File: src/rtl/ring_game_pkg.sv
// Shared types and widths for the ring game sequencer.
// Counter widths are sized for the default period and hold time.
package ring_game_pkg;

    typedef enum logic [2:0] {
        ST_IDLE  = 3'd0,
        ST_RUN   = 3'd1,
        ST_JUDGE = 3'd2,
        ST_SHOW  = 3'd3,
        ST_OVER  = 3'd4
    } state_e;

    localparam int PERIOD_L0_DEF = 1000;
    localparam int HOLD_CYC_DEF  = 500;

    // Any PERIOD_L0 up to 2**PRE_W and HOLD_CYC up to 2**HOLD_W fit these counters.
    localparam int PRE_W  = $clog2(PERIOD_L0_DEF);
    localparam int HOLD_W = $clog2(HOLD_CYC_DEF);

    function automatic logic [PRE_W-1:0] step_period(input int p0, input int dec,
                                                     input logic [2:0] lvl);
        return PRE_W'(p0 - dec * int'(lvl));
    endfunction

endpackage

File: src/rtl/ring_tick_gen.sv
// Prescaler for the ring step: counts 0..period-1 while enabled and flags the last count.
// tick is combinational here; the caller registers it into step_en.
module ring_tick_gen
    import ring_game_pkg::*;
(
    input  logic             clk,
    input  logic             rst_n,
    input  logic             en,
    input  logic             clr,
    input  logic [PRE_W-1:0] period,
    output logic             tick
);

    logic [PRE_W-1:0] cnt_q, cnt_d;
    logic             at_end;

    always_comb begin
        // >= rather than == so a count left above a shortened period still wraps.
        at_end = (cnt_q >= period - PRE_W'(1));
        tick   = en && at_end;
        cnt_d  = cnt_q;
        if (clr) begin
            cnt_d = '0;
        end else if (en) begin
            cnt_d = at_end ? '0 : cnt_q + 1'b1;
        end
    end

    always_ff @(posedge clk or negedge rst_n) begin
        if (!rst_n) begin
            cnt_q <= '0;
        end else begin
            cnt_q <= cnt_d;
        end
    end

endmodule

File: src/rtl/ring_game_ctrl.sv
// Ring game sequencer: paces the ring with step_en, judges stop presses, keeps score/level/misses.
//   state | meaning
//   IDLE  | waiting for first start after reset
//   RUN   | ring stepping at the level's period, waiting for stop
//   JUDGE | one cycle, ring frozen, ring_pos sampled
//   SHOW  | result held for HOLD_CYC cycles
//   OVER  | MAX_MISS reached, waiting for start
module ring_game_ctrl
    import ring_game_pkg::*;
#(
    parameter int PERIOD_L0  = 1000,
    parameter int PERIOD_DEC = 100,
    parameter int NUM_LEVELS = 8,
    parameter int TARGET_BIT = 12,
    parameter int HOLD_CYC   = 500,
    parameter int MAX_MISS   = 3,
    parameter int SCORE_W    = 8
) (
    input  logic               clk,
    input  logic               rst_n,
    input  logic               btn_start,
    input  logic               btn_stop,
    input  logic [14:0]        ring_pos,
    output logic               step_en,
    output logic               hit,
    output logic               miss,
    output logic [SCORE_W-1:0] score,
    output logic [2:0]         level,
    output logic [1:0]         misses,
    output logic               game_over
);

    localparam logic [2:0]        LEVEL_MAX = 3'(NUM_LEVELS - 1);
    localparam logic [1:0]        MISS_END  = 2'(MAX_MISS);
    localparam logic [HOLD_W-1:0] HOLD_LAST = HOLD_W'(HOLD_CYC - 1);

    state_e              state_q, state_d;
    logic [HOLD_W-1:0]   hold_q, hold_d;
    logic [SCORE_W-1:0]  score_q, score_d;
    logic [2:0]          level_q, level_d;
    logic [1:0]          misses_q, misses_d;
    logic                step_en_q, step_en_d;
    logic                hit_q, hit_d;
    logic                miss_q, miss_d;
    logic                game_over_q, game_over_d;

    logic                tick;
    logic                pre_en;
    logic                pre_clr;
    logic [PRE_W-1:0]    period;
    logic                unused_ring;

    assign unused_ring = ^ring_pos;

    assign period = step_period(PERIOD_L0, PERIOD_DEC, level_q);
    assign pre_en = (state_q == ST_RUN);

    ring_tick_gen u_tick (
        .clk    (clk),
        .rst_n  (rst_n),
        .en     (pre_en),
        .clr    (pre_clr),
        .period (period),
        .tick   (tick)
    );

    always_comb begin
        state_d   = state_q;
        hold_d    = hold_q;
        score_d   = score_q;
        level_d   = level_q;
        misses_d  = misses_q;
        step_en_d = 1'b0;
        hit_d     = 1'b0;
        miss_d    = 1'b0;
        pre_clr   = 1'b0;

        case (state_q)
            ST_IDLE: begin
                if (btn_start) begin
                    state_d = ST_RUN;
                    pre_clr = 1'b1;
                end
            end
            ST_RUN: begin
                // Stop beats a coincident wrap so the ring stays frozen for JUDGE.
                if (btn_stop) begin
                    state_d = ST_JUDGE;
                end else begin
                    step_en_d = tick;
                end
            end
            ST_JUDGE: begin
                if (ring_pos[TARGET_BIT]) begin
                    hit_d = 1'b1;
                    if (score_q != '1)       score_d = score_q + 1'b1;
                    if (level_q < LEVEL_MAX) level_d = level_q + 1'b1;
                end else begin
                    miss_d = 1'b1;
                    if (misses_q != '1) misses_d = misses_q + 1'b1;
                end
                hold_d  = '0;
                state_d = ST_SHOW;
            end
            ST_SHOW: begin
                if (hold_q >= HOLD_LAST) begin
                    if (misses_q >= MISS_END) begin
                        state_d = ST_OVER;
                    end else begin
                        state_d = ST_RUN;
                        pre_clr = 1'b1;
                    end
                end else begin
                    hold_d = hold_q + 1'b1;
                end
            end
            ST_OVER: begin
                if (btn_start) begin
                    score_d  = '0;
                    level_d  = '0;
                    misses_d = '0;
                    state_d  = ST_RUN;
                    pre_clr  = 1'b1;
                end
            end
            default: begin
                state_d = ST_IDLE;
            end
        endcase

        game_over_d = (state_d == ST_OVER);
    end

    always_ff @(posedge clk or negedge rst_n) begin
        if (!rst_n) begin
            state_q     <= ST_IDLE;
            hold_q      <= '0;
            score_q     <= '0;
            level_q     <= '0;
            misses_q    <= '0;
            step_en_q   <= 1'b0;
            hit_q       <= 1'b0;
            miss_q      <= 1'b0;
            game_over_q <= 1'b0;
        end else begin
            state_q     <= state_d;
            hold_q      <= hold_d;
            score_q     <= score_d;
            level_q     <= level_d;
            misses_q    <= misses_d;
            step_en_q   <= step_en_d;
            hit_q       <= hit_d;
            miss_q      <= miss_d;
            game_over_q <= game_over_d;
        end
    end

    assign step_en   = step_en_q;
    assign hit       = hit_q;
    assign miss      = miss_q;
    assign score     = score_q;
    assign level     = level_q;
    assign misses    = misses_q;
    assign game_over = game_over_q;

endmodule

File: config.mk
export PLATFORM = sky130hd
export DESIGN_NAME = ring_game_ctrl
export DESIGN_NICKNAME = d
export VERILOG_FILES = /design/src/rtl/ring_game_pkg.sv /design/src/rtl/ring_tick_gen.sv /design/src/rtl/ring_game_ctrl.sv
export SDC_FILE = /design/constraint.sdc
export NUM_CORES = 1
export LEC_CHECK = 0
export ABC_AREA = 0
export CELL_PAD_IN_SITES_DETAIL_PLACEMENT = 1
export CELL_PAD_IN_SITES_GLOBAL_PLACEMENT = 2
export CORE_UTILIZATION = 33
export DETAILED_ROUTE_END_ITERATION = 7
export GPL_TIMING_DRIVEN = 0
export PLACE_DENSITY_LB_ADDON = 0.1
export RECOVER_POWER = 50
export SLEW_MARGIN = 25
export SYNTH_ARGS = -nofsm -noshare
export SYNTH_HDL_FRONTEND = slang
export SYNTH_SLANG_ARGS = --single-unit
File: constraint.sdc
create_clock -name clk -period 3.5 [get_ports clk]
set_input_delay 0.7 -clock clk [delete_from_list [all_inputs] [get_ports clk]]
set_output_delay 0.7 -clock clk [all_outputs]
set_load 0.01 [all_outputs]
==> Word level (Yosys, flattened, before mapping) <==
Index checks and enable logic that the tools add are counted.
{ "word_totals": {"register_bits": 39, "in_bits": 19, "output_inout_bits": 17, "word_cells": 78} }
{ "classes": {"addsub": 7, "mul": 1, "n_lt_le_gt_ge": 4, "eq_ne": 14, "mux": 32, "n_reduce_logical": 10} }
{ "op_table": {"columns": ["cell", "count"], "rows": [
  ["10-bit 2-to-1 mux", 3],
  ["8-bit 2-to-1 mux", 3],
  ["3-bit 2-to-1 mux", 7],
  ["9-bit case mux with 2 select lines", 1],
  ["2-bit != test, second input constant", 8],
  ["8-bit case mux with 2 select lines", 1],
  ["3-bit case mux with 4 select lines", 1],
  ["4-bit AND reduction", 3],
  ["10-bit by 1-bit adder with 10-bit output, second input constant", 1],
  ["10-bit greater-or-equal comparator", 1],
  ["10-bit by 1-bit subtractor with 10-bit output, second input constant", 1],
  ["10-bit subtractor, first input constant", 1],
  ["9-bit by 1-bit adder with 9-bit output, second input constant", 1],
  ["9-bit greater-or-equal comparator, second input constant", 1],
  ["1-bit 2-to-1 mux", 9],
  ["9-bit 2-to-1 mux", 1],
  ["8-bit by 1-bit adder with 8-bit output, second input constant", 1],
  ["5-bit by 3-bit multiplier with 8-bit output, first input constant", 1],
  ["8-bit != test, second input constant", 1],
  ["3-bit by 2-bit equality test with 1-bit output, second input constant", 2],
  ["3-bit equality test, second input constant", 2],
  ["2-bit 2-to-1 mux", 3],
  ["3-bit case mux with 2 select lines", 1],
  ["2-bit nonzero test", 3],
  ["other kinds (11)", 11]
]} }

==> Logic depth before layout (Yosys ltp) <==
Gate-level depths: netlist (run 1).
{ "depth": {"depth_word": 7, "depth_mapped": 13, "ltp_nobuf": 12} }

==> Hierarchy <==
From an unflattened synthesis (run 1), not the netlist that was laid out.
{ "hier_totals": {"cells_unflattened": 294, "area_unflattened_um2": 2786.4} }
{ "modules_own_cells": {"columns": ["mod", "n_inst", "cells_each", "area_per_inst_um2", "seq_area_each_um2"], "rows": [
  ["ring_game_ctrl", 1, 193, 1854.3, 725.7],
  ["ring_tick_gen", 1, 101, 932.1, 250.2]
]} }

==> Worst setup path after synthesis (run 1) <==
Ideal clock, no wire load.
{ "synth_timing": {"path_kind": "reg2reg", "from": "reg level_q[1], in the netlist level[1]", "to": "reg u_tick.cnt_q[5]", "setup_ns": 0.082, "arrival_ns": 2.751, "required_time_ns": 3.418, "setup_slack_ns": 0.667, "stages_incl_launch_ff": 14, "n_path_buf": 1, "period_less_slack_ns": 2.833, "cell_sequence": "dfrtp_1 inv_1 ha_1 ha_1 ha_1 nand4b_1 xor2_1 ha_1 o21ai_0 nor2_1 a211oi_2 buf_6 nand3_1 a31oi_1"} }
{ "synth_via": {"elab_chain_cells": 7} }
{ "synth_rtl": {"columns": ["element", "line", "source"], "rows": [
  ["from (decl)", "ring_game_ctrl.sv:40", "logic [2:0] level_q, level_d;"],
  ["from (signal assigned)", "ring_game_ctrl.sv:149", "level_q <= level_d;"],
  ["5-bit by 3-bit multiplier with 8-bit output", "ring_game_pkg.sv:22", "return PRE_W'(p0 - dec * int'(lvl));"],
  ["10-bit subtractor", "ring_game_pkg.sv:22", null],
  ["10-bit by 1-bit subtractor with 10-bit output", "ring_tick_gen.sv:19", "at_end = (cnt_q >= period - PRE_W'(1));"],
  ["10-bit greater-or-equal comparator", "ring_tick_gen.sv:19", null],
  ["10-bit 2-to-1 mux", "ring_tick_gen.sv:25", "cnt_d = at_end ? '0 : cnt_q + 1'b1;"],
  ["10-bit 2-to-1 mux", "ring_tick_gen.sv:24", "end else if (en) begin"],
  ["10-bit 2-to-1 mux", "ring_tick_gen.sv:22", "if (clr) begin"],
  ["to (signal assigned)", "ring_tick_gen.sv:33", "cnt_q <= cnt_d;"],
  ["to (decl)", "ring_tick_gen.sv:14", "logic [PRE_W-1:0] cnt_q, cnt_d;"]
]} }
No other way between the ends. The select of a mux whose other input is x is not followed.
A chain may end at the register's enable or synchronous reset.

==> Worst setup path after layout (run 1) <==
Ends and elaborated chain as after synthesis.

==> metrics, run 1 <==
run status=complete, no violations; routed vias=about 2000; Core Region=6870 um^2; Max Freq=320 MHz; CP Class=flip-flop to flip-flop; RD Place Congestion=0.752; Die X=86.9 um; Non-Filler Instances=389; # Post-CTS Setup Buffers=0; dpl hpwl=4.31 mm; final wirelength=slightly below 6 mm; part of the Yosys area used for sequential elements=41.1%; Crit Path Max Fanout=10; most frequent cell after synthesis=dfrtp_1; syn_area_per_cell=9.03 um^2; CP Capture Point=u_tick.cnt_q[5]; CTS clk-pin slew, worst paths=0.09 ns; Rel. slew slack=9.45%; count of different cell masters after synthesis=45; Clock H-tree levels=2; cell taking the most area after synthesis=dfrtp_1; DRT antenna net count=0; layout cells sized above 1=5.80%; placed insts=381; worst vdd ir=330 uV; worst-margin pin slew=between 1 and 1.5 ns; Ports=36; setup_tns=0 ns; combinational power share=~57%; clock power share=14.8%; Initial Util=34.6%; FF-to-FF Start=level[1]; Yosys warning count=0; worst reg-to-reg setup slack=0.37 ns; FP Rows=30; RSZ-0062 raised after global routing=false; top_reg_cell synth=dfrtp_1; clock skew=0.00799 ns; Final #Nets=roughly 330; Syn Nets=302; Pre-antenna DRT Iters=4; initial antenna violation count=0; Internal=between 1 and 1.5 mW; quantity of hold-fixing buffers added after cts=0; P per Cell Area=938 nW/um^2; clock sinks=39; crit path launch=level[1]; crit path time final=3.13 ns; Chip Height=86.9 um; Reg2Reg Capture Point=u_tick.cnt_q[5]; CTS resizes=0; GRT Util Overall=between 15 and 20%; EDFF count, synth=0; Root Buffer=clkbuf_8; final hold violations=0; drt via density=5.11; initial DRC count=40; total power draw=2.64 mW; final setup violation count=0; Cell Area, Synth=between 2000 and 2500 um^2; final slew viol count=0; area grow syn2layout=18.5%; Hold Crit Class=flip-flop to flip-flop; n_diodes=0; # Max-Cap Violations=0; Tcrit/Tclk final=89.4%; WP data required=3.73 ns; Synth Register Bits=39; Die Area=7540 um^2; Seq pwr share=28.4%; first-pass GRT wire length=10.0 mm; Avg WL per Cell=15.3 um; FF-to-FF path depth=13; net load switching power=1.16 mW; IO Port Bufs=21; aggregate global routing overflow=0; largest net degree at the start of global routing=25; crit path DAT=roughly 3.4 ns; switch share=43.9%; share of the synthesized area in the top cell type=41.1%; number of global-route vias before repair=between 1500 and 2000; FFs w/ async S/R, synth=100%; commonest cells in the netlist=dfrtp_1 (39), nand2_1 (30), nor2_1 (30); Clock Latency Late Sink=0.30 ns; P_leak=1.20 nW; CTS tree=built; CP startpoint kind=flip-flop; CP endpoint kind=flip-flop; fin util=41.0%; Hold Slack=0.522 ns; top post-synthesis cells by area=dfrtp_1 (41%), ha_1 (11%), o21ai_0 (5.1%), nand2_1 (4.7%), nor2_1 (4.7%); number of CTS-inserted buffers=5; maximum buffer depth of the clock tree=2; fill count=804; Residual DRC=0; Post-Syn Instances=263
==> worst min path at each step <==
stage | start | to | slack [ns] | depth (start not counted)
after global routing | score[7] | score[7] | 0.58 | 1
after detailed placement | score[7] | score[7] | 0.52 | 1
final | score[7] | score[7] | 0.52 | 1
after global placement | score[7] | score[7] | 0.52 | 1
after CTS | rst_n | u_tick.cnt_q[9] | 0.42 | 1
after floorplan | rst_n | game_over | 0.40 | 0
==> registers in the layout (all words and copies together) (netlist names) <==
| signal | cells |
|---|---|
| u_tick.cnt_q | 10 |
| step_en | 1 |
| misses | 2 |
| miss | 1 |
| state_q | 3 |
| game_over | 1 |
| score | 8 |
| hold_q | 9 |
| level | 3 |
| hit | 1 |
==> per-layer routing <==
layer / up-vias / share of wire, % / track usage [%]
met1: 969 / 51 / 24.3
met5: - / 0 / 0
li1: 994 / - / -
met4: 0 / 1.1 / 5.91
met2: 20 / 46 / 26.8
met3: 6 / 2.0 / 3.41
==> power by group through the flow <==
stage,Sequential (mW),Clock [mW],Combinational [mW]
floorplan,0.736,0,1.05
global placement,0.758,0,1.44
detailed placement,0.763,0,1.46
CTS,0.754,0.407,1.47
global route,0.778,0.426,1.72
finish,0.751,0.391,1.50
==> worst max-delay path, stage by stage, from the launching register on <==
cell	delay [ns]
dfrtp_1	0.45
inv_1	0.15
ha_1	0.35
ha_1	0.22
ha_1	0.30
nand4b_1	0.11
xor2_1	0.22
ha_1	0.28
o21ai_0	0.08
nor2_1	0.09
a211oi_4	0.37
buf_6	0.20
nand3_1	0.07
a31oi_1	0.18
==> area by class of cell <==
| class | count | area [um^2] | share of cell area, % |
|---|---|---|---|
| plain buffers | 9 | 62.6 | 2.22 |
| clock buffers | 5 | 68.8 | 2.44 |
| clock inverters | 3 | 43.8 | 1.55 |
| inverters | 5 | 18.8 | 0.666 |
| multi-input cells | 210 | 1320 | 46.8 |
| flip-flops and latches | 39 | 976 | 34.7 |
| well taps | 96 | 120 | 4.26 |
| repair buffers | 22 | 208 | 7.37 |
==> cell families (layout without fill, tap and decap cells) <==
group                    Yosys count  in the layout  synth area share, %
AND/OR/NAND/NOR                  120            120                 25.1
AO/OA/AOI/OAI                     56             56                 14.4
flip-flops                        39             39                 41.1
adder cells (fa/ha/maj)           20             20                 10.5
buffers and inverters             14             44                 3.53
XOR/XNOR                          12             12                 4.42
multiplexers                       2              2                0.895
==> metrics by stage <==
| step | cell area (um^2) | setup slack, ns |
|---|---|---|
| floorplan | 2380 | 0.667 |
| global placement | 2710 | 0.336 |
| detailed placement | 2730 | 0.294 |
| CTS | 2840 | 0.273 |
| global route | 2820 | 0.0411 |
| finish | 2820 | 0.371 |
==> placed cells by master, fill, tap and decap left out, types with 2 or more instances in the layout <==
| cell | n |
|---|---|
| buf_2 | 2 |
| o22ai_1 | 2 |
| xor2_1 | 7 |
| and3_1 | 6 |
| o21ai_0 | 24 |
| clkdlybuf4s50_1 | 20 |
| ha_1 | 20 |
| buf_6 | 3 |
| a21oi_1 | 9 |
| and2_1 | 5 |
| a311oi_1 | 2 |
| nor2b_1 | 3 |
| nand3_1 | 16 |
| a22o_1 | 2 |
| inv_1 | 5 |
| nand4b_1 | 2 |
| xnor2_1 | 5 |
| nor3b_1 | 4 |
| a211oi_1 | 2 |
| clkbuf_1 | 4 |
| dfrtp_1 | 39 |
| nor3_1 | 6 |
| nand4_1 | 2 |
| nand2b_1 | 7 |
| nand2_1 | 30 |
| o31ai_1 | 3 |
| clkbuf_8 | 5 |
| nor2_1 | 30 |
| nand3b_1 | 3 |
| a31oi_1 | 5 |
No activity file was read; power rests on OpenSTA's default activity.
==> run 2, diff against run 1 <==
CORE_ASPECT_RATIO = 1.5   (was not set)
==> metrics, run 2 (synthesis results as in run 1) <==
area grow syn2layout=16.9%; Max Freq=314 MHz; CP endpoint kind=flip-flop; GRT Util Overall=17.5%; maximum buffer depth of the clock tree=2; run status=complete, but fails checks; CP startpoint kind=flip-flop; aggregate global routing overflow=0; Crit Path Max Fanout=10; crit path DAT=roughly 3.4 ns; initial antenna violation count=0; commonest non-fill, non-tap cell in the layout=dfrtp_1; Chip Height=about 110 um; failing checks=max-capacitance violations, max-slew violations; register with the most flip-flops=u_tick.cnt_q; Pre-antenna DRT Iters=4; Initial Util=about a third; Non-Filler Instances=between 300 and 400; Avg WL per Cell=16.1 um; initial DRC count=a little over 40; CTS clk-pin slew, worst paths=0.08 ns; worst-margin pin slew=1.60 ns; number of CTS-inserted buffers=5; IO Port Bufs=21; most frequent cells in the layout=dfrtp_1 (39), nor2_1 (30), nand2_1 (30), o21ai_0 (24); worst slack at placement=0.243 ns; final instance area=2780 um^2; # Max-Cap Violations=1; routed vias=2003; WP data required=between 3 and 4 ns; Die X=71.3 um; Placed Area=about 2700 um^2; Hold Crit Class=input port to async pin; final slew viol count=29; FP Rows=37; number of flip-flops in the largest register=10; Residual DRC=0; Final #Nets=331; P_leak=about 1.2 nW; Reg2Reg Capture Point=u_tick.cnt_q[5]; P per Cell Area=around 910 nW/um^2; clock sinks=39; final hold violations=0; Tcrit/Tclk final=90.9%; layout cells sized above 1=5.80%; RD Place Congestion=0.725; clock skew=0.0121 ns; Clock H-tree levels=2; setup_tns=0 ns; Rel. slew slack=-6.77%; # Post-CTS Setup Buffers=0; CTS resizes=0; crit path time final=between 3 and 4 ns; RSZ-0062 raised after global routing=false; worst reg-to-reg setup slack=0.32 ns; quantity of hold-fixing buffers added after cts=0; Ports=36; Clock Latency Late Sink=roughly 0.30 ns; largest net degree at the start of global routing=29; dpl hpwl=4.46 mm; FF-to-FF Start=level[1]; number of global-route vias before repair=2073; drt via density=around 5.4; final setup violation count=0; Die Area=7550 um^2; CP Class=flip-flop to flip-flop; first-pass GRT wire length=10.3 mm; Core Region=slightly below 7000 um^2; fin util=40.3%; n_diodes=0; final wirelength=between 5 and 6 mm; DRT antenna net count=0; worst vdd ir=381 uV; CTS tree=built; total power draw=approximately 2.5 mW; final setup margin=0.320 ns; Root Buffer=clkbuf_8; Hold Slack=0.438 ns; placed insts=363; FF-to-FF path depth=12
run 2: routing by layer:
metal / GRT usage (%) / part of all wire (%) / routed length, um / vias up
li1: - / - / - / 992
met1: 20.3 / 43 / 2560 / 987
met2: 32.4 / 54 / 3200 / 17
met3: 2.65 / 2.1 / 124 / 7
met4: 5.57 / 1.4 / 84 / 0
met5: 0 / 0 / 0 / -
run 2: layout make-up:
type	count	area, um^2
fillers	825	4120
multi-input cells	210	1310
flip-flops and latches	39	976
repair buffers	22	208
well taps	78	97.6
clock buffers	7	96.3
plain buffers	9	62.6
inverters	5	18.8
clock inverters	1	7.51
run 2: critical path, stage by stage (launching register included):
cell	delay (ns)
dfrtp_1	0.45
inv_1	0.15
ha_1	0.34
ha_1	0.34
nor3b_1	0.27
xor2_1	0.18
ha_1	0.26
o21ai_0	0.14
nor2_1	0.06
a211oi_2	0.46
buf_6	0.21
nand3_1	0.08
a31oi_1	0.17
run 2: worst max path at each step:
stage                  start              end  cells past startpoint
global placement    level[1]  u_tick.cnt_q[5]                     13
CTS                 level[1]  u_tick.cnt_q[5]                     12
detailed placement  level[1]  u_tick.cnt_q[5]                     13
finish              level[1]  u_tick.cnt_q[5]                     12
global route        level[1]  u_tick.cnt_q[5]                     12
floorplan           level[1]  u_tick.cnt_q[5]                     13
run 2: report_power, final:
part | internal (mW) | leakage [nW] | switching [mW]
sequential | 0.579 | 0.479 | 0.177
combinational | 0.666 | 0.665 | 0.769
clock | 0.179 | 0.0505 | 0.166
total | 1.42 | 1.19 | 1.11
